===== config.mk =====
export PLATFORM = sky130hd
export DESIGN_NAME = div_unit
export DESIGN_NICKNAME = d
export VERILOG_FILES = /design/src/rtl/div_unit.sv
export SDC_FILE = /design/constraint.sdc
export NUM_CORES = 1
export LEC_CHECK = 0
export ABC_CLOCK_PERIOD_IN_PS = 4500
export BUFFER_PORTS_ARGS = -buffer_cell sky130_fd_sc_hd__buf_2
export CAP_MARGIN = 20
export CORE_UTILIZATION = 40
export DETAILED_ROUTE_END_ITERATION = 16
export PLACE_DENSITY = 0.63
export SLEW_MARGIN = 20
export SYNTH_ARGS = -nofsm -noshare
export SYNTH_HDL_FRONTEND = slang
export SYNTH_SLANG_ARGS = --single-unit
export TNS_END_PERCENT = 1

===== constraint.sdc =====
create_clock -name i_clk -period 4.5 [get_ports i_clk]
set_input_delay 1.35 -clock i_clk [delete_from_list [all_inputs] [get_ports i_clk]]
set_output_delay 1.35 -clock i_clk [all_outputs]
set_load 0.02 [all_outputs]

===== src/rtl/div_unit.sv =====
// ---------------------------------------------------------------------------
// div_unit
// Multicycle integer divider for DIV/DIVU. A restoring shift-subtract loop
// produces one quotient bit per clock. A final cycle applies sign correction
// and writes the quotient and remainder, which are then held for the
// HI/LO write-back mux. Divide-by-zero skips the loop and is flagged.
//
// Ports
//   i_clk       clock, all state changes on the rising edge
//   i_reset     synchronous active-high reset, overrides every other input
//   i_start     begin a division, accepted only while idle
//   i_signed    1 = DIV (two's complement), 0 = DIVU, sampled with i_start
//   i_dividend  rs operand, sampled with i_start
//   i_divisor   rt operand, sampled with i_start
//   o_lo        quotient (registered)
//   o_hi        remainder (registered)
//   o_busy      high while the loop or the sign-fix cycle is running
//   o_done      one-cycle pulse; o_lo/o_hi are valid from this cycle
//   o_divZero   one-cycle pulse together with o_done when the divisor was 0
// ---------------------------------------------------------------------------
module div_unit #(
    parameter int WIDTH = 32
) (
    input  logic             i_clk,
    input  logic             i_reset,
    input  logic             i_start,
    input  logic             i_signed,
    input  logic [WIDTH-1:0] i_dividend,
    input  logic [WIDTH-1:0] i_divisor,
    output logic [WIDTH-1:0] o_lo,
    output logic [WIDTH-1:0] o_hi,
    output logic             o_busy,
    output logic             o_done,
    output logic             o_divZero
);

    localparam int CW = $clog2(WIDTH);

    typedef enum logic [1:0] {
        IDLE,
        CALC,
        FIX,
        DONE
    } state_t;

    state_t           r_state;
    state_t           w_nextState;

    logic [WIDTH-1:0] r_rem;
    logic [WIDTH-1:0] r_quo;
    logic [WIDTH-1:0] r_divMag;
    logic             r_negQuo;
    logic             r_negRem;
    logic [CW-1:0]    r_count;
    logic [WIDTH-1:0] r_lo;
    logic [WIDTH-1:0] r_hi;
    logic             r_divZero;

    logic             w_divisorZero;
    logic             w_dividendNeg;
    logic             w_divisorNeg;
    logic [WIDTH:0]   w_shifted;
    logic             w_ge;
    logic [WIDTH-1:0] w_diff;
    logic             w_lastBit;

    // Operand signs only matter for DIV; negating the most negative value
    // yields the same bit pattern, which read as unsigned is its magnitude.
    assign w_divisorZero = (i_divisor == '0);
    assign w_dividendNeg = i_signed & i_dividend[WIDTH-1];
    assign w_divisorNeg  = i_signed & i_divisor[WIDTH-1];

    // The partial remainder shifted left with the next dividend bit can need
    // WIDTH+1 bits, so the compare is done one bit wider than the operands.
    // When the compare succeeds the difference is below the divisor and fits
    // in WIDTH bits.
    assign w_shifted = {r_rem, r_quo[WIDTH-1]};
    assign w_ge      = (w_shifted >= {1'b0, r_divMag});
    assign w_diff    = w_shifted[WIDTH-1:0] - r_divMag;
    assign w_lastBit = (r_count == CW'(WIDTH - 1));

    // Next-state decode: start leaves idle (straight to DONE on a zero
    // divisor), the loop runs WIDTH cycles, then one fix cycle, then a
    // single done cycle.
    always_comb begin
        w_nextState = r_state;
        case (r_state)
            IDLE: begin
                if (i_start) begin
                    w_nextState = w_divisorZero ? DONE : CALC;
                end
            end
            CALC: begin
                if (w_lastBit) begin
                    w_nextState = FIX;
                end
            end
            FIX:     w_nextState = DONE;
            DONE:    w_nextState = IDLE;
            default: w_nextState = IDLE;
        endcase
    end

    // State and datapath registers. The quotient register also holds the
    // dividend magnitude; its MSB feeds the remainder each cycle while the
    // new quotient bit enters at the LSB.
    always_ff @(posedge i_clk) begin
        if (i_reset) begin
            r_state   <= IDLE;
            r_rem     <= '0;
            r_quo     <= '0;
            r_divMag  <= '0;
            r_negQuo  <= 1'b0;
            r_negRem  <= 1'b0;
            r_count   <= '0;
            r_lo      <= '0;
            r_hi      <= '0;
            r_divZero <= 1'b0;
        end else begin
            r_state <= w_nextState;
            case (r_state)
                IDLE: begin
                    if (i_start) begin
                        if (w_divisorZero) begin
                            r_divZero <= 1'b1;
                        end else begin
                            r_divZero <= 1'b0;
                            r_quo     <= w_dividendNeg ? -i_dividend : i_dividend;
                            r_divMag  <= w_divisorNeg ? -i_divisor : i_divisor;
                            r_negQuo  <= w_dividendNeg ^ w_divisorNeg;
                            r_negRem  <= w_dividendNeg;
                            r_rem     <= '0;
                            r_count   <= '0;
                        end
                    end
                end
                CALC: begin
                    if (w_ge) begin
                        r_rem <= w_diff;
                        r_quo <= {r_quo[WIDTH-2:0], 1'b1};
                    end else begin
                        r_rem <= w_shifted[WIDTH-1:0];
                        r_quo <= {r_quo[WIDTH-2:0], 1'b0};
                    end
                    r_count <= r_count + 1'b1;
                end
                FIX: begin
                    r_lo <= r_negQuo ? -r_quo : r_quo;
                    r_hi <= r_negRem ? -r_rem : r_rem;
                end
                DONE: begin
                    r_divZero <= 1'b0;
                end
                default: begin
                    r_divZero <= 1'b0;
                end
            endcase
        end
    end

    assign o_lo      = r_lo;
    assign o_hi      = r_hi;
    assign o_busy    = (r_state == CALC) || (r_state == FIX);
    assign o_done    = (r_state == DONE);
    assign o_divZero = (r_state == DONE) && r_divZero;

endmodule


==> summary by stage, run 1 <==
Timing
Across the routed clock network, the largest skew measured is 0.0170 ns. After layout, the minimum clock period comes to 3.72 ns. The upper clock frequency limit is 269 MHz. At the pin with the least slew margin, the transition time is 1.03 ns.

The number of slew-limit violations in the final report is 0. The final critical path takes up 82.7% of the cycle. The accumulated negative setup slack is 0 ns. The number of hold-slack violations in the final timing report is 0. Setup repair after global routing left no endpoint under its margin. The worst slew slack as a fraction of its limit is 31.4%. Setup violations remaining at the end of the flow were counted as 0.

Route
The post-route DRC violation count is 1. Dividing the detail-routed wire length by the instance count gives 16.1 um. The total length of routed wires is 28200 um. The pre-antenna-repair detailed-routing pass consisted of 12 iterations. The routed layout has 9567 vias.

The number of nets with antenna violations after routing is 0. The DRC violation total after the first TritonRoute iteration is 596. Using the TritonRoute via totals, the vias-per-cell ratio works out to 5.44.

Clock network
Gates resized during post-CTS repair numbered 0. The clock passes through at most 2 buffers. The post-CTS repair timing setup buffer count is 0. TritonCTS built the clock tree.

The number of clock buffers inserted by TritonCTS is 17. The H-tree generated during clock tree synthesis spans 4 levels. The tree is rooted in a sky130_fd_sc_hd__clkbuf_16.

The later pin in the worst-skew pair is clocked with a latency of 0.43 ns. The clock slew at the register clock pins of the worst setup and hold paths is 0.07 ns. CTS saw 170 sinks. The number of hold buffers added after CTS was 0.

Logic synthesis
In this run, synthesis produced a sequential element count of 170. The share of flip-flops with an asynchronous set or reset after synthesis is 0%. Synthesis produced 1324 cells.

In the synthesized netlist the dominant register cell turns out to be sky130_fd_sc_hd__dfxtp_1. The count of synthesis-stage warnings from yosys is 0. After synthesis, the largest family of logic cells by area is compound AO/OA/AOI/OAI gates.

The synthesized netlist devotes 18.4% of its cell area to simple gates. The post-synthesis share of cell area spent on full adders, half adders and majority gates is 5.18%. The distinct cell type count of the synthesized netlist is 63. The net count after synthesis is 1435. The xor and xnor fraction of the mapped netlist area is 12.3%. Summed over all instances, the cell type with the most area after synthesis is sky130_fd_sc_hd__dfxtp_1.

The cell area after technology mapping is 10500 um2. Multiplexer cells account for 2.19% of the synthesized area. The number of synthesized flops with an enable pin is 0. After synthesis, the mean cell area works out to 7.95 um2.

The post-synthesis compound-gate area fraction is 24.8%. The area fraction of the dominant cell type after synthesis is 32.3%. Yosys attributes the largest share of cell area to sky130_fd_sc_hd__dfxtp_1 (32%), sky130_fd_sc_hd__xor2_1 (8.1%), sky130_fd_sc_hd__a211oi_1 (6.6%).

Summing the sequential cell areas from Yosys gives 32.3% of the chip area.

Floorplanning
The effective utilization at floorplan is 40.6%. After floorplanning, the core was sized to cover 25900 um2. The die covers 27000 um2.

The overall die height is 164 um. The die outline width is 164 um. The number of ports placed on the die boundary is 135. The number of rows in the core area is 59.

Status
The run finished, with violations left. The final reports fail on design-rule violations.

Setup path
For this run, the slowest stage of the critical path takes 0.59 ns. The slowest stage of the critical path is the sky130_fd_sc_hd__or4_1 cell. The endpoint type of the worst setup path is a register. The worst register-to-register path begins at r_rem[27]. STA puts the critical path data required time at 4.80 ns. Data on the critical path arrives at its endpoint at 4.02 ns.

STA classifies the critical path startpoint as a primary input. The register-to-register path setup slack is 0.95 ns. The largest fanout of any net on the critical path is 14. Counting both buffers and inverters, the worst setup path holds a total of 1. Walking the worst path, the cells encountered are buf_2, or4_1, or4_1, nor2_1, nand4_1, nand2_1, a21o_1, nor2_1, nand2_1, o21ai_0.

The path type of the worst setup path is primary input to register. The cell family contributing the most delay on the critical path is simple AND/OR/NAND/NOR gates. The most critical setup path has its startpoint at i_divisor[24].

Final layout
The repair_antennas step left the layout with diodes totalling 0. The signed area change from the synthesized netlist to the final layout is 14.5%. The number of nets at the end of the flow is 1523. The proportion of layout cells with a drive suffix above 1 is 14.5%.

The top cell types in the final layout, fill and taps aside, are sky130_fd_sc_hd__dfxtp_1 (169), sky130_fd_sc_hd__nor2_1 (158), sky130_fd_sc_hd__buf_2 (133). Leaving out fill and tap cells, the most frequent cell in the layout is sky130_fd_sc_hd__dfxtp_1.

Power and ir drop
The net switching power is 0.00271 W. The internal portion of the total power is 0.00377 W. The proportion of power drawn by the clock network is 23.7%. The analysis attributes to cell leakage a power of 4.79 nW. Combinational cells account for 43.2% of the total power. The design draws 0.00648 W. Sequential cells account for 33.2% of the total power. Across the VDD grid, the largest voltage drop is 0.289 mV.

The switching power share of the total is 41.8%. In this run the power density over the cells is 537 nW/um2.

GRT
The remaining global-route overflow is 0. The number of antenna violations at the first check in global routing was 0. The number of global-route vias before repair is 8391. The first global-routing pass estimated 44600 um of wire.

Entering global routing, the biggest net connects 94 pins. The total global-route track usage is 20.7%.

Placed design
The wire-length estimate of the detail-placed layout is 21300 um. The number of input and output port buffers inserted is 134. The last weighted congestion value of the routability-driven placer is 0.900.

Hold path
The hold path startpoint is r_count[4]. The class of the most critical hold timing path is register to register.

Job
The number of violations of the max-capacitance limit is 0.
==> metal layers <==
layer | part of all wire, % | vias up | GRT usage (%)
met5 | 0 | - | 0
met4 | 1.4 | 0 | 5.72
met3 | 5.1 | 27 | 2.53
met2 | 40 | 237 | 28.9
met1 | 54 | 4351 | 32.5
li1 | - | 4952 | -
==> flip-flops by register name, indices dropped and copies added (netlist names) <==
name       cells
o_hi          32
o_lo          32
r_divMag      32
r_quo         32
r_rem         32
r_count        5
r_state        2
r_divZero      1
r_negQuo       1
r_negRem       1
==> layout make-up <==
class,count,area [um2]
Fill cell,2588,13900
Multi-Input combinational cell,1021,6650
Tap cell,335,419
Clock inverter,12,165
Sequential cell,170,3400
Inverter,55,206
Clock buffer,19,443
Timing Repair Buffer,147,771
==> power groups by stage <==
stage / Combinational, W / Clock (W) / Sequential (W)
2_1_floorplan: 0.00190 / 0 / 0.00229
3_3_place_gp: 0.00277 / 0 / 0.00217
3_5_place_dp: 0.00279 / 0 / 0.00218
4_1_cts: 0.00280 / 0.00156 / 0.00214
5_1_grt: 0.00311 / 0.00162 / 0.00220
6_report: 0.00280 / 0.00153 / 0.00215
==> cell usage after synthesis (16+ instances only) <==
master,number
sky130_fd_sc_hd__nand3_1,25
sky130_fd_sc_hd__o31ai_1,22
sky130_fd_sc_hd__a21oi_1,67
sky130_fd_sc_hd__mux2i_1,23
sky130_fd_sc_hd__dfxtp_1,170
sky130_fd_sc_hd__nor3_1,29
sky130_fd_sc_hd__nor2_1,160
sky130_fd_sc_hd__clkbuf_1,68
sky130_fd_sc_hd__xor2_1,97
sky130_fd_sc_hd__nand2_1,119
sky130_fd_sc_hd__a211oi_1,92
sky130_fd_sc_hd__xnor2_1,51
sky130_fd_sc_hd__ha_1,42
sky130_fd_sc_hd__inv_1,55
sky130_fd_sc_hd__o21ai_0,86
sky130_fd_sc_hd__o41ai_1,16
sky130_fd_sc_hd__a32oi_1,17
==> path summary, 6_finish.rpt <==
check	to	cells after the start
worst max register to register	r_rem[7]	10
worst max-delay path	r_rem[24]	10
worst min register to register	r_count[4]	2
worst min-delay path	r_count[4]	2
==> cell families (layout without fill, tap and decap cells) <==
logic type / count (synthesis) / in the layout
xor+xnor: 148 / 148
fa+ha+maj: 43 / 43
buf+inv: 133 / 233
flops: 170 / 170
mux: 23 / 23
compound gates: 386 / 386
simple gates: 421 / 421
==> worst min-delay path: cells and delay by family, from the launching register on <==
kind	cells	cell delay [ns]
AO/OA/AOI/OAI	1	0.05
flip-flops	1	0.31
AND/OR/NAND/NOR	1	0.05
==> through the flow <==
step | cells | util, % | setup slack, ns | cell area, um2 | hold WS, ns
CTS | 1759 | 46.5 | 0.864 | 12100 | 0.460
finish | 1759 | 46.5 | 0.780 | 12100 | 0.458
global placement | 1728 | 44.2 | 0.497 | 11400 | 0.442
floorplan | 1324 | - | 0.825 | 10500 | 0.432
global route | 1759 | 46.5 | 0.523 | 12100 | 0.482
detailed placement | 1728 | 44.2 | 0.423 | 11400 | 0.450
(Power assumes the default switching activity.)
==> run 2, diff against run 1 <==
--- a/config.mk
+++ b/config.mk
@@ -5,7 +5,7 @@
 export SDC_FILE = /design/constraint.sdc
 export NUM_CORES = 1
 export LEC_CHECK = 0
-export ABC_CLOCK_PERIOD_IN_PS = 4500
+export ABC_CLOCK_PERIOD_IN_PS = 3600
 export BUFFER_PORTS_ARGS = -buffer_cell sky130_fd_sc_hd__buf_2
 export CAP_MARGIN = 20
 export CORE_UTILIZATION = 40
==> constraint.sdc (replaced) <==
create_clock -name i_clk -period 3.6 [get_ports i_clk]
set_input_delay 1.08 -clock i_clk [delete_from_list [all_inputs] [get_ports i_clk]]
set_output_delay 1.08 -clock i_clk [all_outputs]
set_load 0.02 [all_outputs]
==> run 2 against run 1 <==
  * The flow still finishes with violations (design-rule violations)
  * Core utilization up 1.4 points
  * Clock power up 29%
  * Global-route usage rose by 0.77 points
  * Combinational power grew 31%
  * Power rose by 29%
  * Sequential share of layout area shrank 0.81 points
  * Wire length rose by 3.0%
  * Via count is 1.9% higher
  * Final area is 2.9% higher
  * Register-to-register slack worse by 0.76 ns
==> summary by stage, run 2 (synthesis gave the netlist of run 1 again) <==
Status
The flow ran to the end, but the final reports show violations. The final reports fail on design-rule violations.

Hold path
The count of cells along the worst hold path is 2. The hold path endpoint is r_count[4]. The hold path startpoint is r_count[4].

The tightest min-delay check is of the register to register type.

GRT
For this run, the total global-route usage over all layers was measured as 21.5%. Entering global routing, the biggest net connects 73 pins. In the global route stage, met1 resource usage came out at 33.2%. The met3 track utilization from global routing is 2.85%. The first-pass GRT wire length is 46200 um. The remaining global-route overflow is 0. The highest-utilization routing layer at the global route stage is met1.

Global routing consumed, on the met2 layer, 30.0% of the routing resources. The number of antenna violations at the first check in global routing is 0. The number of global-route vias before repair is 8781.

Final layout
Leaving out fill and tap cells, the most frequent cells in the layout are sky130_fd_sc_hd__dfxtp_1 (169), sky130_fd_sc_hd__nor2_1 (158), sky130_fd_sc_hd__buf_2 (133). The flip-flop and latch area is 3400 um2. Leaving out fill and tap cells, the most frequent cell in the layout is sky130_fd_sc_hd__dfxtp_1. The area used by multi-input combinational logic is 6650 um2. The post-route standard cell area excluding fillers is 12400 um2. From synthesis to final layout, the design area changed by 17.9%. The proportion of layout cells with a drive suffix above 1 is 16.6%. The number of inserted diodes is 0. After filler insertion, the fill cell instance count of the layout stands at 2544. The number of nets at the end of the flow is 1556.

Setup path
Counting both buffers and inverters, the worst setup path holds a total of 2. The cell depth of the worst flop-to-flop path is 13. In this run the worst path has a maximum fanout of 3. STA classifies the critical path endpoint as a register. The register-to-register path setup slack is 0.19 ns. The data required time at the worst endpoint is 3.91 ns. The worst reg2reg path endpoint is r_rem[28]. At the worst endpoint, the arrival time is 3.71 ns. The worst register-to-register path begins at r_quo[31]. Walking the worst path, the cells encountered are inv_1, ha_1, inv_1, fa_1, a21o_1, a221o_1, a31oi_2, o21ai_0, a31oi_1, o31ai_1, a21boi_0, xor2_1, o21ai_0. The worst setup path is of the register to register kind.

STA classifies the critical path startpoint as a register. The kind of cell adding the most delay to the critical path is compound AO/OA/AOI/OAI gates. The largest stage delay on the critical path is 0.41 ns.

The largest individual stage delay along the critical path comes from the cell sky130_fd_sc_hd__fa_1.

Timing
The number of slew-limit violations in the final report was 0. The worst slew slack as a fraction of its limit is 42.4%. The number of hold-slack violations in the final timing report is 0. The number of endpoints failing setup at the final stage is 0. The accumulated negative setup slack is 0 ns. For this run, the top clock speed supported by timing is 294 MHz. Setup repair after global routing left no endpoint under its margin. The final critical-path share of the clock period is 94.6%. The clock period minus worst slack is 3.41 ns. Hold is met by 0.464 ns.

Clock skew on the completed layout was measured at 0.0117 ns. The slew of the pin with the lowest slew margin is 0.860 ns.

Floorplanning
In this run the count of I/O pins placed on the die edge is 135. Once the floorplan was initialized, standard cells occupied 40.6% of the core. The initialized floorplan defines 59 standard-cell rows. The die area is 27000 um2. The overall die height is 164 um. The placeable core region is 25900 um2.

The die outline width is 164 um.

Route
The first TritonRoute pass finished after 14 iterations. The wire length per cell after detailed routing is 16.2 um. The DRC violation total after the first TritonRoute iteration is 652.

After detailed routing, the number of remaining DRC violations is 4. In this run the remaining antenna-violating nets after routing total 0. The total length of routed wires is 29100 um. The per-cell via count in the routed design is 5.44.

The routed via count is 9746.

Job
The tool flagged a number of max-cap violations equal to 0.

Placed design
The last weighted congestion value of the routability-driven placer is 0.918. The post-DP HPWL is 22300 um. The cell area after placement is 11800 um2. The number of input and output port buffers inserted is 134.

Clock network
The later pin in the worst-skew pair is clocked with a latency of 0.44 ns. The clock slew at the register clock pins of the worst setup and hold paths is 0.07 ns. CTS saw 170 sinks. The maximum root-to-sink buffer count is 2.

TritonCTS built the clock tree. The depth of the CTS H-tree is 4. The root buffer cell chosen for the clock tree is sky130_fd_sc_hd__clkbuf_16.

The number of clock buffers inserted by TritonCTS is 17. The post-CTS repair timing setup buffer count is 0.

Power and ir drop
The analysis attributes to cell leakage a power of 5.01 nW. Power spread over the standard cell area amounts to 672 nW/um2. The power consumption is 0.00834 W. The highest ir drop seen on vdd is 0.348 mV.
-- run 2: area by class of cell --
type	count	share of cell area, %
clock inverters	13	1.46
flip-flops and latches	170	27.4
multi-input cells	1021	53.6
inverters	55	1.66
repair buffers	180	8.81
well taps	335	3.38
clock buffers	19	3.65
-- run 2: worst max-delay path by stage --
stage,start,endpoint,slack [ns],depth (start not counted)
final,r_quo[31],r_rem[28],0.19,13
after global routing,r_quo[31],r_rem[28],0.02,13
after CTS,r_quo[31],r_rem[28],0.17,13
after detailed placement,i_divisor[25],r_rem[24],-0.08,10
after global placement,i_divisor[25],r_rem[29],0.003,10
after floorplan,i_divisor[24],r_rem[11],0.20,11
-- run 2: what timing repair did --
item                       in CTS  in global routing
hold buffers                    0                  0
resized for setup               0                  1
setup endpoints to repair       0                  1
-- run 2: stage by stage --
stage	setup slack [ns]	utilization, %	cells
floorplan	0.195	-	1324
global placement	0.00269	45.4	1761
detailed placement	-0.0798	45.4	1761
CTS	0.167	47.9	1793
global route	0.0156	47.9	1793
finish	0.193	47.9	1793
-- run 2: routing by layer --
metal | vias up | part of all wire (%)
met5 | - | 0
met4 | 0 | 2.0
met3 | 35 | 5.2
met2 | 251 | 41
met1 | 4461 | 52
li1 | 4999 | -
-- run 2: worst register-to-register path: stages (launching register included) --
cell and delay (ns):
sky130_fd_sc_hd__dfxtp_1 0.34, sky130_fd_sc_hd__inv_1 0.14, sky130_fd_sc_hd__ha_1 0.18, sky130_fd_sc_hd__inv_1 0.06
sky130_fd_sc_hd__fa_1 0.41, sky130_fd_sc_hd__a21o_1 0.20, sky130_fd_sc_hd__a221o_1 0.36, sky130_fd_sc_hd__a31oi_2 0.27
sky130_fd_sc_hd__o21ai_0 0.18, sky130_fd_sc_hd__a31oi_1 0.36, sky130_fd_sc_hd__o31ai_1 0.21, sky130_fd_sc_hd__a21boi_0 0.30
sky130_fd_sc_hd__xor2_1 0.18, sky130_fd_sc_hd__o21ai_0 0.10
-- run 2: power breakdown --
| part | switching [W] | internal, W |
|---|---|---|
| sequential | 0.000368 | 0.00232 |
| combinational | 0.00226 | 0.00141 |
| clock | 0.000830 | 0.00115 |
